===== config.mk =====
export PLATFORM = sky130hd
export DESIGN_NAME = isb_config_tile
export DESIGN_NICKNAME = d
export VERILOG_FILES = /design/src/rtl/isb_config_tile.sv
export SDC_FILE = /design/constraint.sdc
export NUM_CORES = 1
export LEC_CHECK = 0
export CORE_AREA = 2 2 100 102
export CTS_CLUSTER_SIZE = 14
export DETAILED_ROUTE_END_ITERATION = 12
export DIE_AREA = 0 0 102 104
export PLACE_DENSITY = 0.74
export REMOVE_ABC_BUFFERS = 1
export SETUP_SLACK_MARGIN = 0.05
export SYNTH_ARGS = -nofsm -noshare
export SYNTH_HDL_FRONTEND = slang
export SYNTH_SLANG_ARGS = --single-unit

===== constraint.sdc =====
create_clock -name clock -period 2.1 [get_ports clock]
set_input_delay 0.42 -clock clock [delete_from_list [all_inputs] [get_ports clock]]
set_output_delay 0.42 -clock clock [all_outputs]
set_load 0.005 [all_outputs]

===== src/rtl/isb_config_tile.sv =====
// Routing tile: 24-in/24-out interconnect switch block driven by a 72-bit config store
// that is written and read 8 bits at a time over the shared column/row config bus.
module isb_config_tile #(
  parameter int COL_ID  = 0,
  parameter int ROW_GRP = 0
) (
  input  logic        clock,
  input  logic        reset,
  input  logic        io_WE,
  input  logic        io_RE,
  input  logic [3:0]  io_cAddr,
  input  logic [5:0]  io_rAddr,
  input  logic [3:0]  io_bAddr,
  input  logic [7:0]  io_cDataIn,
  output logic [7:0]  io_cDataOut,
  input  logic [23:0] sb_in,
  output logic [23:0] sb_out
);

  localparam int NumRows = 9;

  logic [71:0] cfg;
  logic        sel;
  logic        rowValid;
  logic [7:0]  rdRow;

  assign sel      = (io_cAddr == 4'(COL_ID)) && (io_rAddr == 6'(ROW_GRP));
  assign rowValid = (io_bAddr <= 4'd8);

  always_comb begin
    rdRow = '0;
    for (int r = 0; r < NumRows; r++) begin
      if (io_bAddr == 4'(r)) rdRow = cfg[8*r +: 8];
    end
  end

  // Readback samples the pre-write row contents, so a same-row RE+WE returns the old value.
  always_ff @(posedge clock) begin
    if (reset) begin
      cfg         <= '0;
      io_cDataOut <= '0;
    end else begin
      if (io_WE && sel && rowValid) begin
        for (int r = 0; r < NumRows; r++) begin
          if (io_bAddr == 4'(r)) cfg[8*r +: 8] <= io_cDataIn;
        end
      end
      io_cDataOut <= (io_RE && sel && rowValid) ? rdRow : 8'h00;
    end
  end

  logic n1, n3, n5, n7, n9, n11;
  logic e1, e3, e5, e7, e9, e11;
  logic s0, s2, s4, s6, s8, s10;
  logic w0, w2, w4, w6, w8, w10;

  assign {n11, n9, n7, n5, n3, n1} = sb_in[5:0];
  assign {e11, e9, e7, e5, e3, e1} = sb_in[11:6];
  assign {s10, s8, s6, s4, s2, s0} = sb_in[17:12];
  assign {w10, w8, w6, w4, w2, w0} = sb_in[23:18];

  logic n0, n2, n4, n6, n8, n10;
  logic e0, e2, e4, e6, e8, e10;
  logic s1, s3, s5, s7, s9, s11;
  logic w1, w3, w5, w7, w9, w11;

  // Each output ORs its three gated sources; an open switch masks even an X/Z input to 0.
  assign n0  = (cfg[50] & e3)  | (cfg[58] & s0)  | (cfg[66] & w0);
  assign n2  = (cfg[42] & w10) | (cfg[59] & e5)  | (cfg[67] & s2);
  assign n4  = (cfg[34] & e7)  | (cfg[43] & s4)  | (cfg[51] & w8);
  assign n6  = (cfg[36] & w6)  | (cfg[44] & s6)  | (cfg[52] & e9);
  assign n8  = (cfg[45] & e11) | (cfg[60] & w4)  | (cfg[68] & s8);
  assign n10 = (cfg[53] & w2)  | (cfg[61] & s10) | (cfg[69] & e1);

  assign e0  = (cfg[6]  & s8)  | (cfg[7]  & w0)  | (cfg[14] & n11);
  assign e2  = (cfg[15] & s6)  | (cfg[22] & w2)  | (cfg[23] & n1);
  assign e4  = (cfg[30] & s4)  | (cfg[31] & w4)  | (cfg[38] & n3);
  assign e6  = (cfg[39] & s2)  | (cfg[46] & n5)  | (cfg[47] & w6);
  assign e8  = (cfg[54] & w8)  | (cfg[55] & s0)  | (cfg[63] & n7);
  assign e10 = (cfg[62] & s10) | (cfg[70] & n9)  | (cfg[71] & w10);

  assign s1  = (cfg[2]  & w2)  | (cfg[10] & n1)  | (cfg[18] & e9);
  assign s3  = (cfg[3]  & n3)  | (cfg[11] & e7)  | (cfg[26] & w4);
  assign s5  = (cfg[19] & w6)  | (cfg[27] & n5)  | (cfg[35] & e5);
  assign s7  = (cfg[20] & e3)  | (cfg[28] & n7)  | (cfg[37] & w8);
  assign s9  = (cfg[4]  & n9)  | (cfg[12] & w10) | (cfg[29] & e1);
  assign s11 = (cfg[5]  & e11) | (cfg[13] & n11) | (cfg[21] & w0);

  assign w1  = (cfg[0]  & e1)  | (cfg[1]  & s10) | (cfg[9]  & n1);
  assign w3  = (cfg[8]  & s0)  | (cfg[16] & n11) | (cfg[17] & e3);
  assign w5  = (cfg[24] & e5)  | (cfg[25] & s2)  | (cfg[32] & n9);
  assign w7  = (cfg[33] & s4)  | (cfg[40] & e7)  | (cfg[41] & n7);
  assign w9  = (cfg[48] & s6)  | (cfg[49] & e9)  | (cfg[56] & n5);
  assign w11 = (cfg[57] & s8)  | (cfg[64] & e11) | (cfg[65] & n3);

  assign sb_out = {w11, w9, w7, w5, w3, w1,
                   s11, s9, s7, s5, s3, s1,
                   e10, e8, e6, e4, e2, e0,
                   n10, n8, n6, n4, n2, n0};

endmodule


==> metrics.md, run 1 <==
| Metric | Value |
|---|---|
| Status | finished, final reports clean |
| Io pins | 82 |
| Crit-path cells | dlygate4sd2_1 -> a222oi_1 -> inv_1 -> clkdlybuf4s50_1 |
| Diode count | 0 |
| CP max stage cell | clkdlybuf4s50_1 |
| Final core utilization | 0.585 |
| Port Buf Inserts | 81 |
| Starting Density | 0.456 |
| P_leak | 2.79 nW |
| # DRC | 0 |
| Total grt overflow | 0 |
| Final Non-Filler Cells | 678 |
| Total power | 3.09 mW |
| RD Place Congestion | 0.884 |
| CP Class | in2out |
| R2r startpoint | cfg[6] |
| Worst hold endpoint | cfg[59] |
| Router iterations before antenna repair | 6 |
| Seq/Total Area, Yosys | 0.368 |
| Worst hold path cell count | 2 |
| Max-slew violation count | 0 |
| Synth area leaders | dfxtp_1 37%, mux2i_1 18%, nand2b_1 12% |
| Die ar. | roughly 0.011 mm^2 |
| Tmin final | 2.00 ns |
| Worst Setup End Kind | primary output |
| CTS tree | yes |
| RSZ-0062 raised after global routing | yes |
| DR vias | 3,854 |
| Rows | 36 |
| Synthesized area per cell | 9.32 um^2 |
| Fmax | 0.500 GHz |
| Initial antenna violation count | 0 |
| Asr flop ratio synth | 0 |
| Core footprint | around 0.0095 mm^2 |
| Worst setup path startpoint | sb_in[16] |
| Synth-to-Final Area Change | 28.5% |
| Final wirelength | 13,500 um |
| Final Setup Violations | 0 |
| Post-synth EDFFs | 0 |
| First-pass GRT wire length | between 20,000 and 25,000 um |
| Clock Pin Slew Worst Setup and Hold Paths | 0.08 ns |
| Ys Warns | 0 |
| Max Cap Violations | 0 |
| Period utilisation layout | 0.952 |
| Hold Vio Cnt, Final | 0 |
| Final Net Count | 590 |
| Worst R2R Setup Slack | 0.68 ns |
| Share of post-route cells with drive strength above 1 | 0.158 |
| Max IR drop VDD | between 300 and 400 uV |
| Clk sinks | 80 |
| Cell Area, Synth | around 0.0044 mm^2 |
| Post-detail-place hpwl | 9870 um |
| Commonest non-fill, non-tap cell in the layout | nand2b_1 |
| Cells after synthesis | 467 |
| Reg2reg end | io_cDataOut[6] |
| Crit path required time | ~1.7 ns |
| Top-area cell type share of the netlist area | 0.368 |
| Post-route cell area | 0.00559 mm^2 |
| Post-synth cell types | 32 |
| Number of global-route vias before repair | 3,794 |
| Delay-heaviest family, CP | buffers and inverters |
| Num CTS Buffers | 9 |
| Post-CTS Setup Repair Bufs | 0 |
| WL per Instance | about 20 um |
| CP Max Fanout | 3 |
| Power Dens Cells | 554 mW/mm^2 |
| Sum of buffers and inverters on the critical path | 3 |
| Largest net degree at the start of global routing | 48 |
| CTS Buffer Depth | 2 |
| Fin Hold WS | around 0.5 ns |
| R2R cell count | 4 |
| CP Data Arrival Time | 1.58 ns |
| Slowest stage delay, CP | about 0.45 ns |
| Overall Global Routing Usage | 0.258 |
| HP Class | reg2reg |
| H-Tree Depth | 3 |
| Clk_lat worst skew | 0.36 ns |
| Ys flop type | dfxtp_1 |
| Post-synth top area cell | dfxtp_1 |
| Vias per Instance | 5.68 |
| Total placed cells including tap cells | 662 |
| Die Y | 104 um |
| Most frequent cells in the layout | 82 x nand2b_1, 80 x mux2i_1, 78 x dfxtp_1, 36 x clkdlybuf4s50_1, 31 x buf_4 |
| Clk_skew | 0.00942 ns |
| Worst-Margin Slew | a little over 0.7 ns |
| Relative slew slack | 0.518 |
| Critical Path Start Type | input pin |
| Yosys reg bits | 80 |
| Min-Delay Startpoint | cfg[59] |
| Antenna-violating nets left | 0 |
| Root Buffer | clkbuf_8 |
| Initial DRC count | a little under 400 |
| Dpl cell area | about 0.0054 mm^2 |
| Die width | 102 um |
[area by class of cell]
type / count / area [um^2]
clock buffer: 11 / 131
clock inverter: 5 / 81.3
fill: 869 / 3960
inverter: 25 / 93.8
multi-input combinational: 305 / 2370
sequential: 80 / 1600
tap: 133 / 166
timing repair buffer: 119 / 1150
[worst register-to-register path, stage by stage, from the launching register on]
cell and delay [ns]:
dfxtp_1 0.36, or3b_2 0.45, a21oi_1 0.14, o2bb2ai_1 0.10
a311oi_1 0.28
[cells by family (layout without fill, tap and decap cells)]
| family | Yosys count | in the layout | share of synthesized area |
|---|---|---|---|
| simple gates | 144 | 144 | 0.209 |
| buf+inv | 82 | 160 | 0.0917 |
| compound gates | 81 | 81 | 0.147 |
| mux | 80 | 80 | 0.184 |
| flops | 80 | 80 | 0.368 |
[flip-flops by register name, summed over array words and instances (netlist names)]
signal and cells:
io_cDataOut 8, cfg 72
[power by group]
part / switching (mW) / internal [mW]
Sequential: 0.0000349 / 1.52
Clock: 0.589 / 0.671
Combinational: 0.172 / 0.147
[timing repair]
action | CTS | global route
hold endpoints to repair | 0 | 0
pin swaps | 16 | 10
resized for setup | 53 | 19
gates cloned | 0 | 0
endpoints found under the setup margin | 39 | 14
hold buffers | 0 | 0
[worst max path at each step]
stage                             to  cells after the start
after floorplan              cfg[64]                      4
after global placement     sb_out[1]                      5
after detailed placement     cfg[38]                      7
after CTS                 sb_out[22]                      4
after global routing      sb_out[10]                      5
final                      sb_out[4]                      4
[metal layers]
metal / part of all wire / GRT usage / wire, um / up-vias
met3: 0.078 / 0.0504 / 1060 / 40
met1: 0.42 / 0.341 / 5630 / 1863
li1: - / - / - / 1778
met2: 0.47 / 0.405 / 6350 / 173
met4: 0.036 / 0.114 / 490 / 0
met5: 0 / 0 / 0 / -
[through the flow]
stage                     setup WS (ns)  setup TNS (ns)
after global routing             0.0494               0
after CTS                        0.0507               0
after detailed placement         -0.358          -26.90
after global placement           -0.316          -25.45
final                             0.100               0
after floorplan                  -0.192           -1.54
[cell usage after synthesis, drive strengths merged, types with 2 or more instances]
master	number
nor2b	3
nand2	17
or3b	10
a222oi	24
nand3	7
a311oi	8
o21ai	16
o2bb2ai	16
dfxtp	80
nand4b	2
a21oi	8
buf	29
a21o	8
nor2	10
mux2i	80
clkbuf	28
inv	25
and3	3
or4	2
or2	2
nand2b	82
Note: power is estimated with default switching activity, not from simulation.
==> run 2: changes to the inputs <==
--- a/config.mk
+++ b/config.mk
@@ -5,11 +5,10 @@
 export SDC_FILE = /design/constraint.sdc
 export NUM_CORES = 1
 export LEC_CHECK = 0
-export CORE_AREA = 2 2 100 102
+export CORE_AREA = 2 2 115 117
 export CTS_CLUSTER_SIZE = 14
 export DETAILED_ROUTE_END_ITERATION = 12
-export DIE_AREA = 0 0 102 104
-export PLACE_DENSITY = 0.74
+export DIE_AREA = 0 0 117 119
 export REMOVE_ABC_BUFFERS = 1
 export SETUP_SLACK_MARGIN = 0.05
 export SYNTH_ARGS = -nofsm -noshare
==> run 2 against run 1 <==
Net effect: non-clock buffer count up 6; first-iteration DRC count down 18%; clock power up 44%; design area up 5.1%; clock skew down 0.0054 ns; clock-buffer cell count unchanged; fmax about the same; register-to-register slack worse by 0.06 ns; combinational power up 4%.
==> metrics.md, run 2 (synthesized netlist as in run 1, its figures left out) <==
| Metric | Value |
|---|---|
| Rows | 42 (was 36) |
| Commonest non-fill, non-tap cell in the layout | nand2b_1 (unchanged) |
| Critical Path Start Type | input pin (unchanged) |
| Post-detail-place hpwl | 10,800 um (was 9870 um) |
| CP max stage cell | or3b_2 (was clkdlybuf4s50_1) |
| Biggest regs | cfg x72, io_cDataOut x8 (unchanged) |
| Top reg by flops | cfg (unchanged) |
| Worst Setup End Kind | flip-flop (was primary output) |
| Overall Global Routing Usage | 0.218 (was 0.258) |
| Max IR drop VDD | 369 uV (was 334 uV) |
| First-pass GRT wire length | 22,500 um (was 20,900 um) |
| Worst slack, placed | -0.395 ns (was -0.358 ns) |
| Largest net degree at the start of global routing | 31 (was 48) |
| Total grt overflow | 0 (unchanged) |
| Fin Hold WS | 0.490 ns (was 0.496 ns) |
| Max-slew violation count | 0 (unchanged) |
| Clk_lat worst skew | 0.34 ns (was 0.36 ns) |
| Die width | 117 um (was 102 um) |
| Power Dens Cells | 625 mW/mm^2 (was 554 mW/mm^2) |
| Router iterations before antenna repair | 6 (unchanged) |
| DR vias | 3,850 (was 3,854) |
| H-Tree Depth | 3 (unchanged) |
| Number of flip-flops in the largest register | 72 (unchanged) |
| Die ar. | 0.0139 mm^2 (was 0.0106 mm^2) |
| Hold Vio Cnt, Final | 0 (unchanged) |
| Period utilisation layout | 0.952 (about the same) |
| Antenna-violating nets left | 0 (unchanged) |
| Final wirelength | 14,700 um (was 13,500 um) |
| Sum of buffers and inverters on the critical path | 3 (unchanged) |
| Most frequent cells in the layout | 82 x nand2b_1, 80 x mux2i_1, 77 x dfxtp_1, 35 x buf_4, 32 x clkdlybuf4s50_1 (was 82 x nand2b_1, 80 x mux2i_1, 78 x dfxtp_1, 36 x clkdlybuf4s50_1, 31 x buf_4) |
| Min-Delay Startpoint | cfg[20] (was cfg[59]) |
| Filler cells | 1,285 (was 869) |
| Final Net Count | 596 (was 590) |
| CTS Buffer Depth | 2 (unchanged) |
| Tmin final | 2.00 ns (about the same) |
| Delay-heaviest family, CP | buffers and inverters (unchanged) |
| Root Buffer | clkbuf_16 (was clkbuf_8) |
| Crit-path cells | clkdlybuf4s50_1 -> buf_4 -> buf_4 -> or3b_2 -> a21o_1 -> a311oi_1 (was dlygate4sd2_1 -> a222oi_1 -> inv_1 -> clkdlybuf4s50_1) |
| R2r startpoint | cfg[2] (was cfg[6]) |
| Share of post-route cells with drive strength above 1 | 0.167 (was 0.158) |
| Initial DRC count | 324 (was 394) |
| Clk sinks | 80 (unchanged) |
| Core footprint | 0.0129 mm^2 (was 0.00955 mm^2) |
| Num CTS Buffers | 9 (unchanged) |
| Synth-to-Final Area Change | 35.0% (was 28.5%) |
| RD Place Congestion | 0.911 (was 0.884) |
| Die Y | 119 um (was 104 um) |
| Status | finished, final reports clean (unchanged) |
| Port Buf Inserts | 81 (unchanged) |
| Slowest stage delay, CP | 0.56 ns (was 0.45 ns) |
| CP Data Arrival Time | 2.22 ns (was 1.58 ns) |
| HP Class | reg2reg (unchanged) |
| CTS tree | yes (unchanged) |
| Crit path required time | 2.32 ns (was 1.68 ns) |
| Number of global-route vias before repair | 3,936 (was 3,794) |
| Clk_skew | 0.00400 ns (was 0.00942 ns) |
| Worst setup path startpoint | io_bAddr[2] (was sb_in[16]) |
| Final WS setup | 0.100 ns (about the same) |
| Vias per Instance | 5.30 (was 5.68) |
| Most frequent CP cell | buf_4 |
| Worst-Margin Slew | 0.572 ns (was 0.723 ns) |
| WL per Instance | 20.2 um (was 19.9 um) |
| Final Setup Violations | 0 (unchanged) |
| CP Max Fanout | 8 (was 3) |
| Starting Density | 0.338 (was 0.456) |
| CTS Hold Buffers Added | 0 (unchanged) |
| P_leak | 2.94 nW (was 2.79 nW) |
| Relative slew slack | 0.619 (was 0.518) |
| Diode count | 0 (unchanged) |
| RSZ-0062 raised after global routing | no (was yes) |
| Fmax | 0.500 GHz (about the same) |
| CP Class | in2reg (was in2out) |
| Clock Pin Slew Worst Setup and Hold Paths | 0.06 ns (was 0.08 ns) |
| Initial antenna violation count | 0 (unchanged) |
| # DRC | 0 (unchanged) |
| Io pins | 82 (unchanged) |
| Max Cap Violations | 0 (unchanged) |
run 2: power by group:
part	switching, mW	total, mW	internal [mW]
sequential	0.0000374	1.52	1.52
clock	0.625	1.82	1.19
combinational	0.180	0.332	0.152
run 2: routing by layer:
metal / track usage / routed length (um) / vias up
met2: 0.338 / 6780 / 152
li1: - / - / 1803
met3: 0.0427 / 904 / 21
met1: 0.304 / 6700 / 1874
met4: 0.0691 / 304 / 0
met5: 0 / 0 / -
run 2: cell type report:
cell class | instances | area [um^2] | share of cell area
multi-input cells | 305 | 2390 | 0.407
flip-flops and latches | 80 | 1610 | 0.273
repair buffers | 125 | 1210 | 0.207
clock buffers | 11 | 243 | 0.0413
well taps | 176 | 220 | 0.0375
clock inverters | 5 | 104 | 0.0177
inverters | 25 | 93.8 | 0.0160
run 2: worst paths after layout:
check,end,slack [ns],cells past startpoint
worst max-delay path,io_cDataOut[4],0.10,6
worst max register to register,io_cDataOut[2],0.62,4
worst min register to register,cfg[20],0.49,2
worst min-delay path,cfg[20],0.49,2
run 2: repair_timing:
item / 4_1_cts / 5_1_grt
pin swaps: 16 / 16
setup endpoints to repair: 35 / 59
buffers inserted: 1 / 0
cloned: 0 / 0
gates resized for setup: 51 / 25
run 2: worst min-delay path, stage by stage (launching register included):
cell,delay (ns)
dfxtp_1,0.32
nand2b_1,0.07
mux2i_1,0.06
run 2: per-stage QoR:
stage	cells	cell area, um^2	setup TNS [ns]	util	power (mW)
6_report	727	5870	0	0.456	3.67
2_1_floorplan	410	4050	-1.54	-	1.64
3_5_place_dp	710	5480	-25.84	0.426	1.89
5_1_grt	727	5870	0	0.456	3.77
4_1_cts	727	5820	0	0.452	3.69
3_3_place_gp	710	5480	-25.87	0.426	1.89
==> run 3: changes to the inputs <==
--- a/config.mk
+++ b/config.mk
@@ -5,6 +5,7 @@
 export SDC_FILE = /design/constraint.sdc
 export NUM_CORES = 1
 export LEC_CHECK = 0
+export CAP_MARGIN = 0
 export CORE_AREA = 2 2 115 117
 export CTS_CLUSTER_SIZE = 14
 export DETAILED_ROUTE_END_ITERATION = 12
==> results of run 3 <==
Same layout as run 2: the final DEF is identical, and so are final timing and power.
